[src/rtl/car_sensor_driver.sv]
// car_sensor_driver: transmit side of the car-park gate sensor interface.
// Plays out the outer/inner sensor waveform of one car passing the gate
// (entry or exit) on command, and keeps a saturating local occupancy count.
// Optional feature macro: CAR_ABORT_EN (abort input cuts a sequence short).
//
// state | meaning
// ------+----------------------------------------------------------
// IDLE  | waiting for a command, cmd_ready high, sensors 00
// P1    | first pattern (entry 10, exit 01), HOLD_CYCLES long
// P2    | both sensors covered (11), HOLD_CYCLES long
// P3    | last pattern (entry 01, exit 10), HOLD_CYCLES long
// GAP   | sensors clear (00) for GAP_CYCLES before completion
module car_sensor_driver #(
  parameter int HOLD_CYCLES = 4,
  parameter int GAP_CYCLES  = 4,
  parameter int OCC_WIDTH   = 8
) (
  input  logic                 clk,
  input  logic                 reset,
  input  logic                 cmd_valid,
  input  logic                 cmd_dir,
  output logic                 cmd_ready,
  input  logic                 abort,
  output logic                 sensor_a,
  output logic                 sensor_b,
  output logic                 busy,
  output logic                 done,
  output logic                 aborted,
  output logic [OCC_WIDTH-1:0] occupancy
);

  typedef enum logic [2:0] {
    S_IDLE = 3'd0,
    S_P1   = 3'd1,
    S_P2   = 3'd2,
    S_P3   = 3'd3,
    S_GAP  = 3'd4
  } state_t;

  localparam logic [7:0]           HOLD_LOAD = 8'(HOLD_CYCLES - 1);
  localparam logic [7:0]           GAP_LOAD  = 8'(GAP_CYCLES - 1);
  localparam logic [OCC_WIDTH-1:0] OCC_MAX   = '1;
  localparam logic [OCC_WIDTH-1:0] OCC_ZERO  = '0;
  localparam logic [OCC_WIDTH-1:0] OCC_ONE   = {{(OCC_WIDTH-1){1'b0}}, 1'b1};

  state_t               state, state_nxt;
  logic [7:0]           cnt, cnt_nxt;
  logic                 dir, dir_nxt;
  logic                 abort_flag, abort_flag_nxt;
  logic                 abort_req;
  logic                 a_nxt, b_nxt, done_nxt, aborted_nxt;
  logic [OCC_WIDTH-1:0] occ_nxt;

`ifdef CAR_ABORT_EN
  assign abort_req = abort;
`else
  // abort has no effect in this build; the AND keeps the port read.
  assign abort_req = abort & 1'b0;
`endif

  // Next state, down-counter reload, completion pulses and output patterns.
  always_comb begin
    state_nxt      = state;
    cnt_nxt        = cnt;
    dir_nxt        = dir;
    abort_flag_nxt = abort_flag;
    done_nxt       = 1'b0;
    aborted_nxt    = 1'b0;
    occ_nxt        = occupancy;
    a_nxt          = 1'b0;
    b_nxt          = 1'b0;

    case (state)
      S_IDLE: begin
        if (cmd_valid && cmd_ready) begin
          state_nxt      = S_P1;
          cnt_nxt        = HOLD_LOAD;
          dir_nxt        = cmd_dir;
          abort_flag_nxt = 1'b0;
        end
      end
      S_P1, S_P2, S_P3: begin
        if (abort_req) begin
          state_nxt      = S_GAP;
          cnt_nxt        = GAP_LOAD;
          abort_flag_nxt = 1'b1;
        end else if (cnt == 8'd0) begin
          if (state == S_P1) begin
            state_nxt = S_P2;
            cnt_nxt   = HOLD_LOAD;
          end else if (state == S_P2) begin
            state_nxt = S_P3;
            cnt_nxt   = HOLD_LOAD;
          end else begin
            state_nxt = S_GAP;
            cnt_nxt   = GAP_LOAD;
          end
        end else begin
          cnt_nxt = cnt - 8'd1;
        end
      end
      S_GAP: begin
        if (cnt == 8'd0) begin
          state_nxt = S_IDLE;
          cnt_nxt   = 8'd0;
          if (abort_flag) begin
            aborted_nxt = 1'b1;
          end else begin
            done_nxt = 1'b1;
            if (!dir && (occupancy != OCC_MAX)) begin
              occ_nxt = occupancy + OCC_ONE;
            end else if (dir && (occupancy != OCC_ZERO)) begin
              occ_nxt = occupancy - OCC_ONE;
            end
          end
        end else begin
          cnt_nxt = cnt - 8'd1;
        end
      end
      default: begin
        state_nxt = S_IDLE;
        cnt_nxt   = 8'd0;
      end
    endcase

    // Outputs are registered from the next state so each pattern appears
    // exactly when its state is entered and never changes mid-state.
    case (state_nxt)
      S_P1:    {a_nxt, b_nxt} = dir_nxt ? 2'b01 : 2'b10;
      S_P2:    {a_nxt, b_nxt} = 2'b11;
      S_P3:    {a_nxt, b_nxt} = dir_nxt ? 2'b10 : 2'b01;
      default: {a_nxt, b_nxt} = 2'b00;
    endcase
  end

  // State register with synchronous active-low reset.
  always_ff @(posedge clk) begin
    if (!reset) begin
      state      <= S_IDLE;
      cnt        <= 8'd0;
      dir        <= 1'b0;
      abort_flag <= 1'b0;
    end else begin
      state      <= state_nxt;
      cnt        <= cnt_nxt;
      dir        <= dir_nxt;
      abort_flag <= abort_flag_nxt;
    end
  end

  // Registered outputs.
  always_ff @(posedge clk) begin
    if (!reset) begin
      sensor_a  <= 1'b0;
      sensor_b  <= 1'b0;
      busy      <= 1'b0;
      done      <= 1'b0;
      aborted   <= 1'b0;
      cmd_ready <= 1'b1;
      occupancy <= OCC_ZERO;
    end else begin
      sensor_a  <= a_nxt;
      sensor_b  <= b_nxt;
      busy      <= (state_nxt != S_IDLE);
      done      <= done_nxt;
      aborted   <= aborted_nxt;
      cmd_ready <= (state_nxt == S_IDLE);
      occupancy <= occ_nxt;
    end
  end

endmodule

[config.mk]
export PLATFORM = sky130hd
export DESIGN_NAME = car_sensor_driver
export DESIGN_NICKNAME = d
export VERILOG_FILES = /design/src/rtl/car_sensor_driver.sv
export SDC_FILE = /design/constraint.sdc
export NUM_CORES = 1
export LEC_CHECK = 0
export ABC_AREA = 1
export ABC_CLOCK_PERIOD_IN_PS = 1900
export CAP_MARGIN = 20
export CORE_UTILIZATION = 41
export CTS_CLUSTER_SIZE = 40
export DETAILED_ROUTE_END_ITERATION = 8
export SLEW_MARGIN = 20
export SYNTH_ARGS = -nofsm -noshare
export SYNTH_HDL_FRONTEND = slang
export SYNTH_SLANG_ARGS = --single-unit
[constraint.sdc]
create_clock -name clk -period 1.9 [get_ports clk]
set_input_delay 0.38 -clock clk [delete_from_list [all_inputs] [get_ports clk]]
set_output_delay 0.38 -clock clk [all_outputs]
set_load 0.005 [all_outputs]
Word-level counts from Yosys, hierarchy flattened:

Cells that the tools add are included.

* input port bits: 5
* bits in registers: 25
* word-level logic and storage cells: 52
* output and inout bits: 14

* add/subtract/negate cells: 3
* mux-type cells: 18
* reduce and logical (&&, ||, !) cells: 13
* eq/ne operators: 9

Operators by type and width (number)
* $mux W8: 5
* $pmux W8 S3: 1
* $sub A8 B1 Y8 const B: 2
* $mux W3: 5
* $eq A3 B2 Y1 const B: 4
* $pmux W3 S3: 1
* $add A8 B1 Y8 const B: 1
* $logic_not A8 Y1: 1
* $ne A8 B8 Y1 const B: 1
* $reduce_bool A8 Y1: 1
* $eq A3 B1 Y1 const B: 2
* $logic_not A3 Y1: 2
* $pmux W1 S3: 2
* $reduce_and A3 Y1: 2
* $mux W2: 2
* $eq A3 B3 Y1 const B: 1
* $logic_and A1 B1 Y1: 3
* $reduce_bool A3 Y1: 1
* $reduce_or A3 Y1: 1
* $mux W1: 2
* $ne A2 B2 Y1 const B: 1
* $reduce_bool A2 Y1: 1
* $logic_not A1 Y1: 1

Longest topological paths before layout:

Gate-level depths: netlist of run 1.

* depth in word-level cells: 7
* mapped depth: 14
* mapped depth without buffers: 14

Worst setup path before layout of run 1:

Ideal clock, no wire load.

* path type: reg2reg
* start: reg occupancy[0]
* end: reg occupancy[7]
* path buffers: 0
* arrival: 1.814 ns
* setup time: 0.113 ns
* period minus slack after synthesis: 1.926 ns
* stages on the path, launching flop included: 14
* setup slack: -0.026 ns
* cells stage by stage: dfxtp_1 -> nand2_1 -> nor2_1 -> nand2_1 -> nand2_1 -> ha_1 -> nand2_1 -> nand2_1 -> a21oi_1 -> nand2_1 -> nand2_1 -> nand3_2 -> nor2_1 -> nor2_1

* longest elaborated chain between the ends: 4
* elaborated cells on any way between the ends: 10
* those cells by class: add/sub: 2; eq/ne: 1; mux: 2; reduce/logical: 5

Ends and longest elaborated chain
* start: declaration: RTL line 29 `output logic [OCC_WIDTH-1:0] occupancy`
* start signal: assignment: RTL line 168 `occupancy <= occ_nxt;`
* branches (longest 4 deep; another with $sub A8 B1 Y8)

Parallel ways; which one is timed is not known. The select of a mux whose other input is x is not followed.
A chain may end at the register's enable or synchronous reset.

Final worst setup path of run 1:

* start: reg occupancy[4]
* end: reg occupancy[6]

Same word-level chain as after synthesis.

==> results of run 1 <==
[cells in the mapped netlist]
master                     count  area [µm²]
sky130_fd_sc_hd__a21oi_1      12        60.1
sky130_fd_sc_hd__a31oi_1       1        6.26
sky130_fd_sc_hd__buf_4         1        7.51
sky130_fd_sc_hd__buf_6         1        11.3
sky130_fd_sc_hd__clkinv_1      1        3.75
sky130_fd_sc_hd__conb_1        1        3.75
sky130_fd_sc_hd__dfxtp_1      25         500
sky130_fd_sc_hd__fa_1          1        20.0
sky130_fd_sc_hd__ha_1          8         100
sky130_fd_sc_hd__inv_1        30         113
sky130_fd_sc_hd__inv_2         1        3.75
sky130_fd_sc_hd__nand2_1      51         191
sky130_fd_sc_hd__nand2_2       3        18.8
sky130_fd_sc_hd__nand2_4       1        11.3
sky130_fd_sc_hd__nand3_1      19        95.1
sky130_fd_sc_hd__nand3_2       3        30.0
sky130_fd_sc_hd__nand4_1       2        12.5
sky130_fd_sc_hd__nor2_1       34         128
sky130_fd_sc_hd__nor2_2        1        6.26
sky130_fd_sc_hd__nor2_4        5        56.3
sky130_fd_sc_hd__nor3_1        3        15.0
sky130_fd_sc_hd__nor3_2        1        10.0
sky130_fd_sc_hd__o211a_1       1        10.0
sky130_fd_sc_hd__o21ai_0       5        25.0
sky130_fd_sc_hd__o21ai_1       2        10.0
sky130_fd_sc_hd__o21ai_2       1        8.76
sky130_fd_sc_hd__o21bai_1      1        7.51
sky130_fd_sc_hd__xnor2_1       2        17.5
sky130_fd_sc_hd__xor2_1        7        61.3
[registers in the layout, indices dropped and copies added, names as in the netlist]
name       flops
busy           1
cnt            8
cmd_ready      1
done           1
sensor_b       1
dir            1
state          3
occupancy      8
sensor_a       1
[cell type report]
type	instances	area, µm²
clock inverter	1	5.00
clock buffer	3	41.3
sequential	25	504
fill	354	1440
tap	46	57.6
inverter	32	120
multi-input combinational	166	1040
timing repair buffer	30	265
[stage by stage]
step,instances,hold slack [ns]
2_1_floorplan,224,0.457
3_3_place_gp,298,0.468
3_5_place_dp,298,0.473
4_1_cts,302,0.486
5_1_grt,303,0.538
6_report,303,0.485
[worst max-delay path by stage]
| stage | cells past startpoint | slack [ns] | startpoint | end |
|---|---|---|---|---|
| finish | 12 | 0.08 | occupancy[4] | occupancy[6] |
| global route | 14 | -0.03 | occupancy[4] | occupancy[7] |
| CTS | 14 | 0.02 | occupancy[1] | occupancy[7] |
| detailed placement | 14 | -0.04 | occupancy[1] | occupancy[7] |
| global placement | 13 | -0.02 | occupancy[1] | occupancy[7] |
| floorplan | 13 | 0.06 | occupancy[0] | occupancy[7] |
[worst min-delay path, cell delays in order, from the launching register on]
cell                      delay [ns]
sky130_fd_sc_hd__dfxtp_1        0.33
sky130_fd_sc_hd__nand2_1        0.06
sky130_fd_sc_hd__a21oi_1        0.05
[power groups by stage]
stage               Combinational (µW)  Sequential (µW)  Clock [µW]
floorplan                          489              638           0
global placement                   632              644           0
detailed placement                 641              643           0
CTS                                647              632         323
global route                       770              643         353
finish                             673              632         315
[metal layers]
layer,wire [µm],GRT usage
met1,1760,0.230
met2,1440,0.277
met3,130,0.0471
met4,17,0.0398
met5,0,0
[kinds of logic after synthesis]
family,after synthesis,synth area share
AND/OR/NAND/NOR,123,0.372
XOR/XNOR,9,0.0511
buffers and inverters,34,0.0899
AO/OA/AOI/OAI,23,0.0827
other,1,0.00243
flip-flops,25,0.324
adder cells (fa/ha/maj),9,0.0778
[timing repair]
action | 4_1_cts | 5_1_grt
pin swaps | 0 | 4
resized for setup | 2 | 23
gates cloned | 0 | 1
setup endpoints to repair | 2 | 4
==> results.toml, run 1 <==
[global_route]
grt_pass1_wl_um = 5480
gr-total-overflow = 0
groute.usage.overall = 0.173
antenna_violations_before_repair = 0
grt_pass1_vias = 1292
grt_max_degree = 15

[hold_path]
hold-path-endpoint = "cnt[1]"
hp-class = "flop to flop"
worst_hold_startpoint = "cnt[1]"
worst_hold_path.num_cells = 2

[timing]
worst_clock_skew_ns = 0.00687
timing.final.crit_share = 0.957
hold_viol = 0
setup_viol = 0
fmaxAchievable_mhz = 550
min_period_ns = 1.82
fin_setup_tns_ns = 0
rsz0062_at_grt = "true"
final_critical_path_setup_slack_ns = 0.0822
timing_max_transition_violations_final = 0

[pwr]
p_sw_uw = 624
clkPwrFrac = 0.194
ir_drop_mv = 0.595
sw_frac_of_total = 0.385
pwr-share-seq = 0.390
total_power_uw = 1620
power.share.combinational = 0.416
p_leak_uw = 0.000934
pwr_density_cell_nw_per_um2 = 797
intPower_uw = 996

[detailed_routing]
drt.antenna.violating_nets = 0
overall_routed_net_length_um = 3350
routedWlPerCell_um = 11.0
drt_first_iter_violations = 81
routed_via_density = 4.77
firstDrtPassIters = 4
drt_drc_violations_left = 0
via_count = 1444

[clock_network]
worst_setup_hold_path_clk_slew_ns = 0.09
tritoncts = "done"
cts_post_setup_buffers_inserted = 0
max-clock-path-buffers = 2
tritoncts_num_sinks = 25
tritoncts.num_buffers = 3
clock_tree.htree_level_count = 1
cts_root_buf = "sky130_fd_sc_hd__clkbuf_8"
post_cts_hold_buffer_count = 0
worst_skew_pair.late_latency_ns = 0.27

[critical_path]
end_kind = "flop"
path_max_fanout = 5
worstPathArrival_ns = 2.02
crit_slowest_cell = "sky130_fd_sc_hd__dfxtp_1"
worst-r2r-cell-count = 12
timing.critical_path.max_delay_family = "simple AND/OR/NAND/NOR gates"
worstPathBufferInverterCount = 2
regToRegEndpoint = "occupancy[6]"
critical-path-top-cell-by-count = "sky130_fd_sc_hd__nand2_1"
required_ns = 2.10
setup.worst_path.class = "flop to flop"
timing.rr.start = "occupancy[4]"
timing.reg2reg.setup_slack_ns = 0.08
critPathLaunchType = "flop"
worstPathCellList = "nand2_1 -> nor2_4 -> nand2_4 -> nand2_8 -> ha_4 -> buf_4 -> nand2_1 -> inv_1 -> nand4_1 -> nand3_2 -> xor2_1 -> a21oi_1"
cpPeakStageDelay_ns = 0.35

[floorplanning]
number_of_top_level_pins = 19
core_region_area_um2 = 3470
dieHeight_um = 63.4
die_area_um2 = 4020
placementRows = 21
initial_utilization = 0.445
die_span_in_x_um = 63.4

[final_layout]
insertedDiodeCount = 0
mostFrequentLayoutCell = "sky130_fd_sc_hd__nand2_1"
final_core_util = 0.586
final_design_area_excluding_fillers_um2 = 2030
drive_gt1_frac = 0.210
most-common-layout-cells = "sky130_fd_sc_hd__nand2_1 (48), sky130_fd_sc_hd__nor2_1 (32), sky130_fd_sc_hd__inv_1 (29)"
area_delta_synth_final_pct = 31.7
nets = 272

[status]
status = "complete, no violations"

[place]
place_congestion = 0.802
detailed_place.area_um2 = 1850
place.detailed.hpwl_um = 2400
port-buffer-count = 16
place_ws_ns = -0.0436

[logic_synthesis]
synthesis.nets = 238
synth.yosys.warnings = 0
summed_instance_area_of_the_synthesized_netlist_um2 = 1540
synth_cell_type_count = 29
yosysSeqAreaShare = 0.324
post_synth_inst_count = 224
ys_seq_elements = 25
post_synth.cell_area_avg_um2 = 6.89

[run]
max_cap_viol_count = 0
(Power assumes the default switching activity.)
==> inputs of run 2 (changes only) <==
RECOVER_POWER = 25   (was default)
==> run 2 against run 1 <==
Net effect:
- routed wire length barely moved
- first-iteration DRC count fell by 1.2%
- clock power barely moved
- die area did not move
- via count rose by 0.21%
- sequential cell count did not move
- critical endpoint unchanged
- power fell by 0.17%
- clock-buffer cell count did not move
- critical path depth did not move
- core utilization did not move
- global-route usage did not move
- cell area did not move
==> results.toml, run 2 (synthesized netlist as in run 1, its figures left out) <==
[final_layout]
final_core_util = 0.586
layout.filler_cells = 354
reg_top3 = "cnt: 8 flops, occupancy: 8 flops, state: 3 flops"
mostFrequentLayoutCell = "sky130_fd_sc_hd__nand2_1"
insertedDiodeCount = 0
drive_gt1_frac = 0.210
nets = 272
layout.cells.non_filler = 303
most-common-layout-cells = "sky130_fd_sc_hd__nand2_1 (48), sky130_fd_sc_hd__nor2_1 (32), sky130_fd_sc_hd__inv_1 (29)"
area_delta_synth_final_pct = 31.7

[place]
place_congestion = 0.802
numPlacedInstances = 298
port-buffer-count = 16
place.detailed.hpwl_um = 2400

[global_route]
grt_max_degree = 15
groute.usage.overall = 0.173
grt_pass1_vias = 1292
grt_pass1_wl_um = 5480
gr-total-overflow = 0
antenna_violations_before_repair = 0

[critical_path]
critPathLaunchType = "flop"
worstPathArrival_ns = 2.02
worstPathCellList = "nand2_1 -> nor2_4 -> nand2_4 -> nand2_8 -> ha_4 -> buf_4 -> nand2_1 -> inv_1 -> nand4_1 -> nand3_2 -> xor2_1 -> a21oi_1"
critical-path-top-cell-by-count = "sky130_fd_sc_hd__nand2_1"
regToRegEndpoint = "occupancy[6]"
cpPeakStageDelay_ns = 0.35
timing.rr.start = "occupancy[4]"
setup.worst_path.class = "flop to flop"
crit_slowest_cell = "sky130_fd_sc_hd__dfxtp_1"
worst-r2r-cell-count = 12
required_ns = 2.10
timing.reg2reg.setup_slack_ns = 0.08
path_max_fanout = 5
end_kind = "flop"

[timing]
timing_max_transition_violations_final = 0
timing.final.crit_share = 0.957
fin_setup_tns_ns = 0
min_period_ns = 1.82
hold_viol = 0
setup_viol = 0
worst_clock_skew_ns = 0.00688
rsz0062_at_grt = "true"
fmaxAchievable_mhz = 550

[floorplanning]
die_span_in_x_um = 63.4
die_area_um2 = 4020
placementRows = 21
number_of_top_level_pins = 19
dieHeight_um = 63.4
core_region_area_um2 = 3470
initial_utilization = 0.445

[detailed_routing]
drt_drc_violations_left = 0
routed_via_density = 4.78
firstDrtPassIters = 4
drt.antenna.violating_nets = 0
drt_first_iter_violations = 80
overall_routed_net_length_um = 3350
via_count = 1447
routedWlPerCell_um = 11.1

[status]
status = "complete, no violations"

[clock_network]
worst_skew_pair.late_latency_ns = 0.27
tritoncts_num_sinks = 25
cts_post_setup_buffers_inserted = 0
worst_setup_hold_path_clk_slew_ns = 0.09
max-clock-path-buffers = 2
tritoncts = "done"
post_cts_hold_buffer_count = 0
clock_tree.htree_level_count = 1
cts_root_buf = "sky130_fd_sc_hd__clkbuf_8"
tritoncts.num_buffers = 3

[hold_path]
worst_hold_startpoint = "cnt[1]"
hp-class = "flop to flop"
hold-path-endpoint = "cnt[1]"
worst_hold_path.num_cells = 2

[pwr]
p_leak_uw = 0.000941
total_power_uw = 1620
ir_drop_mv = 0.594
pwr_density_cell_nw_per_um2 = 795

[run]
max_cap_viol_count = 0
[run 2: worst max-delay path, delay by kind of cell (launching register included)]
family	cells	cell delay [ns]
xor gates and xnor gates	1	0.16
DFF	1	0.35
and+or+nand+nor	7	0.73
buffers and inverters	2	0.19
AOI/OAI and AO/OA	1	0.11
adders and majority gates	1	0.21
[run 2: worst max path at each step]
stage                         to  slack, ns    startpoint
floorplan           occupancy[7]       0.06  occupancy[0]
global placement    occupancy[7]      -0.02  occupancy[1]
detailed placement  occupancy[7]      -0.04  occupancy[1]
CTS                 occupancy[7]       0.02  occupancy[1]
global route        occupancy[7]      -0.03  occupancy[4]
finish              occupancy[6]       0.08  occupancy[4]
[run 2: layout make-up]
cell class / count / area [µm²] / area share
multi-input combinational: 166 / 1040 / 0.511
clock inverter: 1 / 5.00 / 0.00246
timing repair buffer: 30 / 265 / 0.130
tap: 46 / 57.6 / 0.0283
clock buffer: 3 / 41.3 / 0.0203
sequential: 25 / 504 / 0.248
inverter: 32 / 120 / 0.0591
[run 2: power breakdown]
part / switching (µW) / internal (µW) / leakage [µW]
sequential: 44.6 / 587 / 0.000205
clock: 168 / 147 / 0.0000255
combinational: 410 / 261 / 0.000710
[run 2: stage by stage]
stage	hold WS, ns	setup slack, ns	instance area (µm²)
global route	0.538	-0.0288	2030
detailed placement	0.473	-0.0436	1850
finish	0.485	0.0820	2030
floorplan	0.457	0.0567	1550
CTS	0.486	0.0212	1900
global placement	0.468	-0.0226	1850
[run 2: what timing repair did]
action	CTS	global route
endpoints found under the setup margin	2	4
resized for setup	2	23
cloned	0	1
pin swaps	0	4
[run 2: per-layer routing]
| metal | global-route usage | share of wire | vias up |
|---|---|---|---|
| li1 | - | - | 773 |
| met1 | 0.230 | 0.52 | 643 |
| met4 | 0.0398 | 0.0051 | 0 |
| met5 | 0 | 0 | - |
| met3 | 0.0471 | 0.041 | 2 |
| met2 | 0.277 | 0.43 | 29 |
==> inputs of run 3 (changes only) <==
REMOVE_ABC_BUFFERS = 1   (was default)
==> run 3 against run 2 <==
Net effect:
- global-route usage is 1.3 points higher
- non-clock buffer count is 9 higher
- routed wire length is 5.5% higher
- power is 2.4% higher
- clock-buffer cell count is 1 higher
- critical path depth is 1 lower
- maximum frequency is 3.4% lower
- combinational power is 4.9% higher
- core utilization is 2.8 points higher
- register-to-register slack worse by 0.06 ns
- clock power is 2% higher
- sequential share of layout area is 1.0 points lower
- largest cell class unchanged
==> results.toml, run 3 (synthesized netlist as in run 1, its figures left out) <==
[pwr]
pwr_density_cell_nw_per_um2 = 778
p_leak_uw = 0.000987
ir_drop_mv = 0.377

[final_layout]
reg_top3 = "cnt: 8 flops, occupancy: 8 flops, state: 3 flops"
mostFrequentLayoutCell = "sky130_fd_sc_hd__nand2_1"
multiInputGateArea_um2 = 1070
layout.filler_cells = 349
insertedDiodeCount = 0
sequential_area_um2 = 507
nets = 280
final_design_area_excluding_fillers_um2 = 2130
drive_gt1_frac = 0.268
most-common-layout-cells = "sky130_fd_sc_hd__nand2_1 (41), sky130_fd_sc_hd__nor2_1 (32), sky130_fd_sc_hd__inv_1 (29)"
final_core_util = 0.614
area_delta_synth_final_pct = 37.9

[timing]
rsz0062_at_grt = "true"
hold_viol = 0
fmaxAchievable_mhz = 531
fin_setup_tns_ns = 0
worst_clock_skew_ns = 0.00514
timing_max_transition_violations_final = 0
timing.final.crit_share = 0.991
min_period_ns = 1.88
setup_viol = 0

[clock_network]
worst_setup_hold_path_clk_slew_ns = 0.09
cts_root_buf = "sky130_fd_sc_hd__clkbuf_8"
tritoncts_num_sinks = 25
max-clock-path-buffers = 2
worst_skew_pair.late_latency_ns = 0.27
tritoncts = "done"
post_cts_hold_buffer_count = 0
tritoncts.num_buffers = 3
clock_tree.htree_level_count = 1

[hold_path]
worst_hold_path.num_cells = 2
hp-class = "flop to flop"

[place]
place.detailed.hpwl_um = 2480
detailed_place.area_um2 = 1890
place_congestion = 0.792
port-buffer-count = 16

[critical_path]
cpPeakStageDelay_ns = 0.38
worstPathCellList = "nand2_1 -> nor2_4 -> nand2_4 -> nand2_8 -> buf_4 -> buf_4 -> fa_2 -> nand4_1 -> nand3_2 -> xor2_1 -> a21oi_1"
setup.worst_path.class = "flop to flop"
worstPathArrival_ns = 2.04
timing.reg2reg.setup_slack_ns = 0.02
critPathLaunchType = "flop"
worst-r2r-cell-count = 11
critical-path-top-cell-by-count = "sky130_fd_sc_hd__buf_4"
required_ns = 2.06
path_max_fanout = 8
end_kind = "flop"
crit_slowest_cell = "sky130_fd_sc_hd__fa_2"

[global_route]
groute.usage.overall = 0.187
gr-total-overflow = 0
grt_pass1_wl_um = 5910
grt_max_degree = 14
grt_pass1_vias = 1329
antenna_violations_before_repair = 0

[floorplanning]
die_area_um2 = 4020
initial_utilization = 0.445
number_of_top_level_pins = 19
core_region_area_um2 = 3470
die_span_in_x_um = 63.4
dieHeight_um = 63.4
placementRows = 21

[detailed_routing]
routedWlPerCell_um = 11.4
firstDrtPassIters = 4
drt_first_iter_violations = 55
drt_drc_violations_left = 0
drt.antenna.violating_nets = 0
routed_via_density = 4.68
overall_routed_net_length_um = 3540
via_count = 1457

[run]
max_cap_viol_count = 0

[status]
status = "complete, no violations"
==> run 3: cell count changes in the layout (fill, tap and decap cells not counted), sizes merged <==
cell / previous run / this run
buf: 14 / 23
clkdlybuf4s50: 14 / 12
dlygate4sd3: 2 / 4
clkbuf: 3 / 4
clkinv: 2 / 1
nand2: 56 / 55
==> run 3: final cells by class <==
class,instances,share of cell area
Timing Repair Buffer,39,0.156
Tap cell,46,0.0270
Inverter,32,0.0564
Clock buffer,4,0.0212
Multi-Input combinational cell,165,0.501
Sequential cell,25,0.238
==> run 3: timing repair <==
action                                  4_1_cts  5_1_grt
setup buffers                                 0        4
pin swaps                                     0       13
gates resized for setup                       2       33
endpoints found under the setup margin        5        5
==> run 3: metal layers <==
metal | track usage | vias to the layer above | routed length, µm
li1 | - | 791 | -
met1 | 0.259 | 638 | 1890
met2 | 0.286 | 23 | 1500
met3 | 0.0435 | 5 | 107
met4 | 0.0511 | 0 | 36
met5 | 0 | - | 0
==> run 3: power breakdown <==
group	internal [µW]	switching [µW]
logic	280	424
clock network	150	170
registers	587	45.6
==> run 3: worst paths after layout <==
check	startpoint	to
max	occupancy[4]	occupancy[6]
max reg2reg	occupancy[4]	occupancy[6]
min reg2reg	cnt[1]	cnt[1]
min	cnt[1]	cnt[1]
==> run 3: critical path, delay by kind of cell, from the launching register on <==
kind                     cells  cell delay [ns]
AO/OA/AOI/OAI                1             0.09
XOR/XNOR                     1             0.19
adder cells (fa/ha/maj)      1             0.38
buffers and inverters        2             0.27
flip-flops                   1             0.33
AND/OR/NAND/NOR              6             0.52
==> run 3: through the flow <==
stage / setup WS [ns] / cells / hold slack, ns / total power (µW)
6_report: 0.0180 / 311 / 0.494 / 1660
5_1_grt: -0.0935 / 311 / 0.540 / 1800
4_1_cts: 0.000895 / 307 / 0.494 / 1630
3_5_place_dp: -0.134 / 303 / 0.480 / 1300
3_3_place_gp: -0.109 / 303 / 0.481 / 1290
2_1_floorplan: -0.0263 / 222 / 0.457 / 1120
==> RTL edit, RTL diff (settings of run 3) <==
The 5 states of `state_t` get a one-hot encoding in 5 bits.
--- a/src/rtl/car_sensor_driver.sv
+++ b/src/rtl/car_sensor_driver.sv
@@ -30,10 +30,10 @@
 );
 
-  typedef enum logic [2:0] {
-    S_IDLE = 3'd0,
-    S_P1   = 3'd1,
-    S_P2   = 3'd2,
-    S_P3   = 3'd3,
-    S_GAP  = 3'd4
+  typedef enum logic [4:0] {
+    S_IDLE = 5'b00001,
+    S_P1   = 5'b00010,
+    S_P2   = 5'b00100,
+    S_P3   = 5'b01000,
+    S_GAP  = 5'b10000
   } state_t;
 
Behaviour: same outputs for any inputs over 10 cycles, from zero or initial values and one cycle with reset low; not proved beyond that.
==> RTL edit against run 3 <==
Sequential share of layout area down 0.17 points; critical endpoint is now occupancy[7]; critical path type unchanged; design area is 9.4% higher; final cell count increased by 15%; clock power grew 2%; largest power group unchanged; area after synthesis increased by 14%; non-clock buffer count stayed put; utilization is 4.0 points lower; wire length up 15%; sequential cell count rose by 2; first-iteration DRC count is 44% higher; worst setup slack improved by 83 ps; power is 5.4% higher; maximum frequency is 4.6% higher; highest routed layer unchanged; combinational power up 5.4%.
==> RTL edit: results (changes against run 3) <==
status complete, no violations; Layout fillers 409 (+17%); Post-Place Cell Area 0.00210 sq mm (+11%); placed cell count 352 (+16%); count of unique library cells instantiated by Yosys 31 (+6.9%); Crit Reg-Reg Startpoint occupancy[1]; peak supply drop 0.369 mV (-2.1%); clock skew 10.4 ps (+5.30 ps); syn_area_per_cell 6.50 sq um (-5.7%); GRT met1 Usage 27.9% (+2.0 points); Top Registers cnt: 8 flops, occupancy: 8 flops, state: 5 flops; R2R Path End occupancy[7]; Total GRT Usage 19.4% (+0.79 points); Post-Synth Adder-Cell Area 6.13% (-1.6 points); complex-gate fraction of the synthesized area 8.35% (+0.079 points); Leak 1.11 nW (+12%); total wire length 4.08 mm (+15%); Pint 0.00106 W (+4.6%); Final period util 94.7% (-4.4 points); Reg power frac 38.8% (+0.6 points); DR vias/cell 4.85 (+3.6%); largest cells by area after synthesis dfxtp_1 31%, nand2_1 16%, inv_1 7.3%; DR WL met3 103 um (-3.7%); xor-xnor portion of the synthesized cell area 3.00% (-2.1 points); WL met2 1.81 mm (+21%); Worst R2R Setup Slack 100 ps (+80 ps); final hold slack 486 ps (-7.53 ps); reg2reg path depth 12 (+1); first-pass GRT wire length 6.75 mm (+14%); top cells by count, synth 77 x nand2_1, 34 x inv_1, 34 x nor2_1, 27 x dfxtp_1, 22 x nand3_1; vias in the first global route 1521 (+14%); worst slack, placed -60.3 ps (+73.7 ps)
==> RTL edit: worst max-delay path: stages, from the launching register on <==
cell and delay (ps):
dfxtp_2 330, nand2_1 90, nor2_4 140, nand2_4 90, nand2_8 130, ha_4 230, a21oi_4 160, nand2_2 90
a21oi_2 140, nand3_1 70, nand2_1 80, nand2_1 70, a21oi_2 110
==> RTL edit: cell type report <==
| type | count | share of cell area (%) |
|---|---|---|
| Inverter | 37 | 6.18 |
| Clock buffer | 4 | 1.93 |
| Multi-Input combinational cell | 202 | 51.2 |
| Timing Repair Buffer | 39 | 14.3 |
| Sequential cell | 27 | 23.6 |
| Tap cell | 50 | 2.69 |
==> RTL edit: timing repair <==
| item | 4_1_cts | 5_1_grt |
|---|---|---|
| cloned | 0 | 0 |
| endpoints found under the setup margin | 4 | 5 |
| gates resized for setup | 4 | 36 |
| buffers inserted | 0 | 3 |
| hold endpoints to repair | 0 | 0 |
| pin swaps | 0 | 15 |
